## config.mk

```make
export PLATFORM = sky130hd
export DESIGN_NAME = mem_arbiter
export DESIGN_NICKNAME = d
export VERILOG_FILES = /design/src/rtl/mem_arbiter_pkg.sv /design/src/rtl/arb_rd_track.sv /design/src/rtl/mem_arbiter.sv
export SDC_FILE = /design/constraint.sdc
export NUM_CORES = 1
export LEC_CHECK = 0
export BUFFER_PORTS_ARGS = -buffer_cell sky130_fd_sc_hd__buf_2
export CAP_MARGIN = 20
export CORE_AREA = 10 10 139 141
export CTS_BUF_LIST = sky130_fd_sc_hd__clkbuf_4 sky130_fd_sc_hd__clkbuf_8 sky130_fd_sc_hd__clkbuf_16
export DETAILED_ROUTE_END_ITERATION = 6
export DIE_AREA = 0 0 149 151
export PLACE_DENSITY = 0.45
export SLEW_MARGIN = 20
export SYNTH_ARGS = -nofsm -noshare
export SYNTH_HDL_FRONTEND = slang
export SYNTH_SLANG_ARGS = --single-unit
```

## constraint.sdc

```tcl
create_clock -name clk -period 2.53 [get_ports clk]
set_input_delay 0.3795 -clock clk [delete_from_list [all_inputs] [get_ports clk]]
set_output_delay 0.3795 -clock clk [all_outputs]
set_load 0.005 [all_outputs]
```

## src/rtl/mem_arbiter_pkg.sv

```systemverilog
// Shared owner and arbiter-state encodings for the RAM arbiter slice.
package mem_arbiter_pkg;

  localparam int unsigned OWN_W = 2;

  typedef enum logic [OWN_W-1:0] {
    OWN_NONE = 2'd0,
    OWN_IF   = 2'd1,
    OWN_LS   = 2'd2,
    OWN_DBG  = 2'd3
  } owner_e;

  typedef enum logic [1:0] {
    ARB_RUN    = 2'd0,
    ARB_DRAIN  = 2'd1,
    ARB_LOCKED = 2'd2
  } arb_state_e;

endpackage

```

## src/rtl/arb_rd_track.sv

```systemverilog
// Read-owner tracker: shifts the owner of each granted read so it surfaces
// at the head exactly DEPTH cycles later, aligned with the RAM read data.
module arb_rd_track
  import mem_arbiter_pkg::*;
#(
  parameter int unsigned DEPTH = 1
) (
  input  logic   clk,
  input  logic   rst,
  input  owner_e push_id,
  output owner_e head_id,
  output logic   empty
);

  owner_e stage [DEPTH];

  always_ff @(posedge clk or posedge rst) begin
    if (rst) begin
      for (int unsigned i = 0; i < DEPTH; i++) stage[i] <= OWN_NONE;
    end else begin
      stage[0] <= push_id;
      for (int unsigned i = 1; i < DEPTH; i++) stage[i] <= stage[i-1];
    end
  end

  assign head_id = stage[DEPTH-1];

  always_comb begin
    empty = 1'b1;
    for (int unsigned i = 0; i < DEPTH; i++) begin
      if (stage[i] != OWN_NONE) empty = 1'b0;
    end
  end

endmodule

```

## src/rtl/mem_arbiter.sv

```systemverilog
// Single-port RAM arbiter for fetch, load/store and debug with fixed-latency
// read return, fetch starvation guard and an exclusive debug lock.
module mem_arbiter
  import mem_arbiter_pkg::*;
#(
  parameter int unsigned ADDR_W     = 32,
  parameter int unsigned DATA_W     = 32,
  parameter int unsigned MEM_LAT    = 1,
  parameter int unsigned STARVE_LIM = 4
) (
  input  logic                clk,
  input  logic                rst,
  input  logic                if_req,
  input  logic [ADDR_W-1:0]   if_addr,
  output logic                if_gnt,
  output logic                if_rvalid,
  output logic [DATA_W-1:0]   if_rdata,
  input  logic                ls_req,
  input  logic                ls_we,
  input  logic [ADDR_W-1:0]   ls_addr,
  input  logic [DATA_W-1:0]   ls_wdata,
  input  logic [DATA_W/8-1:0] ls_be,
  output logic                ls_gnt,
  output logic                ls_rvalid,
  output logic [DATA_W-1:0]   ls_rdata,
  input  logic                dbg_req,
  input  logic                dbg_we,
  input  logic [ADDR_W-1:0]   dbg_addr,
  input  logic [DATA_W-1:0]   dbg_wdata,
  input  logic                dbg_lock,
  output logic                dbg_gnt,
  output logic                dbg_rvalid,
  output logic [DATA_W-1:0]   dbg_rdata,
  output logic                dbg_locked,
  output logic                mem_en,
  output logic                mem_we,
  output logic [ADDR_W-1:0]   mem_addr,
  output logic [DATA_W-1:0]   mem_wdata,
  output logic [DATA_W/8-1:0] mem_be,
  input  logic [DATA_W-1:0]   mem_rdata
);

  localparam int unsigned BE_W  = DATA_W / 8;
  localparam int unsigned CNT_W = $clog2(STARVE_LIM + 1);

  arb_state_e       state, state_nxt;
  logic [CNT_W-1:0] starve_cnt, starve_nxt;
  logic             starve_clr;
  owner_e           win, push_id, head_id;
  logic             trk_empty;

  // Next state and winner; reset suppresses every grant.
  always_comb begin
    state_nxt  = state;
    win        = OWN_NONE;
    starve_clr = 1'b0;
    if (!rst) begin
      case (state)
        ARB_RUN: begin
          if (dbg_lock)                                 state_nxt = ARB_DRAIN;
          else if (dbg_req)                             win = OWN_DBG;
          else if (starve_cnt == CNT_W'(STARVE_LIM)) begin
            if (if_req)                                 win = OWN_IF;
            else if (ls_req)                            win = OWN_LS;
          end else if (ls_req)                          win = OWN_LS;
          else if (if_req)                              win = OWN_IF;
        end
        ARB_DRAIN: begin
          if (!dbg_lock)      state_nxt = ARB_RUN;
          else if (trk_empty) state_nxt = ARB_LOCKED;
        end
        ARB_LOCKED: begin
          if (dbg_req) win = OWN_DBG;
          if (!dbg_lock) begin
            state_nxt  = ARB_RUN;
            starve_clr = 1'b1;
          end
        end
        default: state_nxt = ARB_RUN;
      endcase
    end
  end

  // RAM port mux and tracker push for the winning requester.
  always_comb begin
    mem_en    = 1'b0;
    mem_we    = 1'b0;
    mem_addr  = '0;
    mem_wdata = '0;
    mem_be    = '0;
    push_id   = OWN_NONE;
    case (win)
      OWN_IF: begin
        mem_en   = 1'b1;
        mem_addr = if_addr;
        mem_be   = '1;
        push_id  = OWN_IF;
      end
      OWN_LS: begin
        mem_en    = 1'b1;
        mem_we    = ls_we;
        mem_addr  = ls_addr;
        mem_wdata = ls_wdata;
        mem_be    = ls_we ? ls_be : {BE_W{1'b1}};
        push_id   = ls_we ? OWN_NONE : OWN_LS;
      end
      OWN_DBG: begin
        mem_en    = 1'b1;
        mem_we    = dbg_we;
        mem_addr  = dbg_addr;
        mem_wdata = dbg_wdata;
        mem_be    = '1;
        push_id   = dbg_we ? OWN_NONE : OWN_DBG;
      end
      default: ;
    endcase
  end

  assign if_gnt  = (win == OWN_IF);
  assign ls_gnt  = (win == OWN_LS);
  assign dbg_gnt = (win == OWN_DBG);

  always_comb begin
    starve_nxt = starve_cnt;
    if (starve_clr || !if_req || if_gnt)         starve_nxt = '0;
    else if (starve_cnt != CNT_W'(STARVE_LIM))   starve_nxt = starve_cnt + CNT_W'(1);
  end

  always_ff @(posedge clk or posedge rst) begin
    if (rst) begin
      state      <= ARB_RUN;
      starve_cnt <= '0;
    end else begin
      state      <= state_nxt;
      starve_cnt <= starve_nxt;
    end
  end

  arb_rd_track #(.DEPTH(MEM_LAT)) u_track (
    .clk     (clk),
    .rst     (rst),
    .push_id (push_id),
    .head_id (head_id),
    .empty   (trk_empty)
  );

  assign if_rvalid  = (head_id == OWN_IF);
  assign ls_rvalid  = (head_id == OWN_LS);
  assign dbg_rvalid = (head_id == OWN_DBG);
  assign if_rdata   = mem_rdata;
  assign ls_rdata   = mem_rdata;
  assign dbg_rdata  = mem_rdata;
  assign dbg_locked = (state == ARB_LOCKED);

endmodule
```

Word level (Yosys, flattened, before mapping):

Cells that the tools add are included.

* eq/ne operators: 13
* add/sub/neg operators: 1
* reduce and logical (&&, ||, !) cells: 9
* bitwise gates (word level): 1
* multiplexer cells: 29

Operators by type and width (number)
* 32-bit one-hot mux with 3 select lines: 1
* 32-bit one-hot mux with 2 select lines: 1
* 2-bit two-way mux: 14
* 2-bit one-hot mux with 3 select lines: 2
* 2-bit == test, second input constant: 5
* 4-bit one-hot mux with 2 select lines: 1
* 2-bit by 1-bit == test with 1-bit output, second input constant: 3
* 3-bit two-way mux: 2
* 3-bit != test, second input constant: 2
* 1-bit two-way mux: 5
* 4-bit two-way mux: 1
* 2-bit != test, second input constant: 2
* 2-bit one-hot mux with 2 select lines: 1
* 4-bit AND reduction: 1
* 2-bit nonzero test: 2
* 3-bit by 1-bit adder with 3-bit output, second input constant: 1
* 3-bit == test, second input constant: 1
* 3-bit OR reduction: 1
* 2-bit zero test: 1
* 1-bit logical OR: 2
* 1-bit one-hot mux with 2 select lines: 1
* 2-bit OR reduction: 1
* 1-bit zero test: 1
* 1-bit NOT: 1

* output and inout port bits: 173
* register bits: 7
* input port bits: 204

Depth between registers and ports, before layout:

* depth after elaboration: 10
* gate-level depth with buffers: 8
* gate-level depth less buffers: 6

Modules after synthesis:

From an unflattened synthesis, not the netlist that was laid out.

* cell total of the unflattened synthesis: 415
* area total of the unflattened synthesis: 2955.3 um^2

Modules (own cells, without submodules)
* mem_arbiter: cells an instance 411, times used 1, area an instance 2897.8 um^2
* arb_rd_track: cells an instance 4, times used 1, area an instance 57.6 um^2

Least setup slack after synthesis:

Ideal clock, no wire load.

* path type: flip-flop to output port
* start: register starve_cnt[0]
* end: output port mem_wdata[22]
* buffers on the path: 2
* cell stages (with the launch flop): 9
* required time: 2151 ps
* data arrival time: 1656 ps
* path slack: 494 ps
* cells stage by stage: dfrtp_1 > inv_1 > ha_1 > and3_1 > nor4_2 > o21ai_1 > buf_2 > buf_6 > a21oi_1

* cells in the longest elaborated chain, start to end: 8

Ends and longest elaborated chain
* start, declared: line mem_arbiter.sv:47 `logic [CNT_W-1:0] starve_cnt, starve_nxt;`
* start signal, assigned: line mem_arbiter.sv:135 `starve_cnt <= starve_nxt;`
* 3-bit == test (*): line mem_arbiter.sv:62 `else if (starve_cnt == CNT_W'(STARVE_LIM)) begin`
* 2-bit two-way mux (*): line mem_arbiter.sv:62
* 2-bit two-way mux (*): line mem_arbiter.sv:61 `else if (dbg_req) win = OWN_DBG;`
* 2-bit two-way mux (*): line mem_arbiter.sv:60 `if (dbg_lock) state_nxt = ARB_DRAIN;`
* 2-bit one-hot mux with 2 select lines (*): line mem_arbiter.sv:58 `case (state)`
* 2-bit two-way mux (*): line mem_arbiter.sv:57 `if (!rst) begin`
* 2-bit == test: line mem_arbiter.sv:92 `case (win)`
* 32-bit one-hot mux with 2 select lines (*): line mem_arbiter.sv:92
* end, declared: line mem_arbiter.sv:38 `output logic [DATA_W-1:0] mem_wdata,`

Mark *: on every way between the ends. The rest lies on a longest branch, timed or not.

Worst setup path after layout:

* start: register starve_cnt[0]
* end: output port mem_wdata[23]

Same word-level chain as after synthesis.

==> impl_results.md <==
- Place WS: 101 ps
- CTS H-tree lvls: 1
- Non-filler cells, final: between 700 and 800
- DRT Pass-1 Iters: 4
- Pin count of the biggest net entering global routing: 36
- Final #Nets: roughly 730
- Cts hold-fix bufs: 0
- Largest family of logic cells by synthesized area: buffers and inverters
- Cell taking the most area after synthesis: buf_4
- Final setup viols: 0
- Status: finished, final reports clean
- Final Skew: between 1 and 1.5 ps
- Commonest non-fill, non-tap cell in the layout: buf_2
- Post-DP HPWL: between 10000 and 15000 um
- CTS tree: yes
- 1st-iter DRT viols: approximately 130
- Cell variety after synth: 34
- Slew Viols, Final: 0
- Compound-Gate Fraction of Synth Area: 0.295
- Post-Synth Adder-Cell Area: 0.0108
- Leak Pwr: 0.00190 uW
- Fraction of registers with async set/reset: 1.00
- Synth Instances: 378
- FF-to-FF Start: starve_cnt[0]$_DFFE_PP0P_
- Sequential cell area: 175 sq um
- Initial antenna violation count: 0
- Flop pwr share: 0.146
- Clock buffer count from CTS: 3
- Post-Syn Area per Cell: just over 6 sq um
- EDFF count, synth: 0
- Worst slew pin tran: 431 ps
- Sw frac: 0.390
- Placed Cells: about 740
- Row cnt: 47
- Slowest-stage cell, CP: dfrtp_1
- I/O Buffers: ~250
- Via count: roughly 2900
- Period utilization: 0.963
- Switching pwr: roughly 420 uW
- Die X: ~150 um
- Max incr delay on CP: between 300 and 400 ps
- Worst reg-to-reg path cell count: 7
- Min Tclk post-route: roughly 2400 ps
- CP delay by family, top: buffers and inverters
- Final worst slack: 93.6 ps
- Post-Syn Area: 0.00231 sq mm
- Pint: 662 uW
- Clock root buffer: clkbuf_16
- Max-slew headroom: 0.711
- Core area: around 0.016 sq mm
- Hold Fails Final Rpt: 0
- Fillers: 1911
- Post-Synth XOR/XNOR Area: 0.00379
- Crit. End Element: output pin
- CTS clk-pin slew, worst paths: 40 ps
- Type of origin of the critical path: register
- Multi-input combinational cell area: 0.00120 sq mm
- FF-to-FF End: starve_cnt[2]$_DFFE_PP0P_
- Share of the synthesized area in the top cell type: 0.312
- Synth Warn #: 0
- Post-synth net total: around 580
- Grt ovf: 0
- Worst Path Required: 2150 ps
- Mux share of post-synthesis cell area: 0
- Setup Crit Path Kind: reg -> out
- Worst VDD drop: about 0.00035 V
- Gpl congestion: 0.812
- Post-DRT Antenna Nets: 0
- Synth area leaders: buf_4, nand2_1, a22oi_1
- Flop-to-flop setup slack: a little over 600 ps
- Type of the worst min-delay path: in -> async
- Clk pwr share: 0.255
- Number of buffer and inverter stages on the critical path: 4
- # IOs: approximately 380
- DRC: 0
- Simple-gate share of the synthesized area: 0.182
- Layout area overhead: 41.0%
- Clk sinks: 7
- First-pass GRT wire length: around 17000 um
- Worst skew pair latency: approximately 230 ps
- Pwr dens: between 300 and 400 mW/mm^2
- Tot GR Track Use: 0.0936
- RSZ-0062 raised after global routing: yes
- Combinational share of power: 0.599
- Inserted Diodes: 0
- Max cap viols: 0
- Die ar.: 0.0225 sq mm
- Vias per std cell: roughly 3.9
- Die Y: ~150 um
- FMAX: 410 MHz
- Worst EP arrival: roughly 2100 ps
- Most frequent cells in the layout: buf_2, nand2_1, inv_1
- Wire length per cell: around 17 um
- Number of global-route vias before repair: 3095
- Share of layout cells above drive strength 1: 0.527
- FF+latch count, synth: 7
- Largest fanout on the critical path: 33
- Starting density of the core: 0.140
- Primary FF master, synth: dfrtp_1
- Clock Tree Buf Depth: 2
- Critical Path, Cell by Cell: inv_1, ha_2, buf_4, a21bo_4, a21o_1, buf_8, nand2_1, a21oi_1, buf_2
- Drt total wl: approximately 12000 um
- Sequential fraction of the synthesis area: 0.0759
-- synthesized netlist by cell type (all sizes together) (2+ instances only) --
master	n
nor2b	6
nand2b	2
o21ai	37
ha	2
nor2	5
a22oi	32
inv	41
a21oi	36
nand2	71
o22ai	2
dfrtp	7
nor3	3
and3	2
clkbuf	6
buf	112
-- per-layer routing --
layer	up-vias	global-route usage	wire, um
li1	1441	-	-
met1	1246	0.101	4490
met2	202	0.157	5680
met3	37	0.0477	1730
met4	0	0.0294	376
met5	-	0	0
-- cell families after synthesis --
group / Yosys count
adder cells (fa/ha/maj): 2
AND/OR/NAND/NOR: 95
flip-flops: 7
buffers and inverters: 159
XOR/XNOR: 1
AO/OA/AOI/OAI: 114
-- worst max path at each step --
stage	cells past startpoint	endpoint	start
global route	9	mem_addr[29]	starve_cnt[0]$_DFFE_PP0P_
finish	9	mem_wdata[23]	starve_cnt[0]$_DFFE_PP0P_
global placement	8	mem_addr[29]	starve_cnt[0]$_DFFE_PP0P_
floorplan	8	mem_wdata[22]	starve_cnt[0]$_DFFE_PP0P_
detailed placement	8	mem_addr[29]	starve_cnt[0]$_DFFE_PP0P_
CTS	9	mem_en	starve_cnt[0]$_DFFE_PP0P_
-- sequential cells by signal, indices dropped and copies added (netlist names) --
name	count
u_track.head_id	2
state	2
starve_cnt	3
-- through the flow --
step | instance area (sq um) | utilization | hold WS [ps] | power [uW] | TNS (ps)
2_1_floorplan | 2310 | - | 230 | 552 | 0
3_3_place_gp | 3100 | 0.188 | 364 | 784 | 0
3_5_place_dp | 3100 | 0.188 | 353 | 780 | 0
4_1_cts | 3190 | 0.194 | 113 | 1070 | 0
5_1_grt | 3260 | 0.198 | 141 | 1190 | -59.7
6_report | 3260 | 0.198 | 123 | 1090 | 0
-- power groups by stage --
stage               registers, uW  clock network (uW)  logic, uW
finish                        159                 277        650
floorplan                     152                   0        401
global route                  165                 289        732
detailed placement            158                   0        623
global placement              158                   0        626
CTS                           157                 282        630
-- final cells by class --
| type | count | share of cell area |
|---|---|---|
| Timing Repair Buffer | 259 | 0.420 |
| Tap cell | 220 | 0.0846 |
| Multi-Input combinational cell | 213 | 0.369 |
| Inverter | 41 | 0.0473 |
| Sequential cell | 7 | 0.0538 |
| Clock buffer | 4 | 0.0254 |
-- repair_timing --
item,4_1_cts,5_1_grt
cloned,0,1
endpoints found under the setup margin,5,69
buffers inserted,0,2
resized for setup,2,11
pin swaps,1,5
endpoints found under the hold margin,0,0
Note: power is estimated with default switching activity, not from simulation.
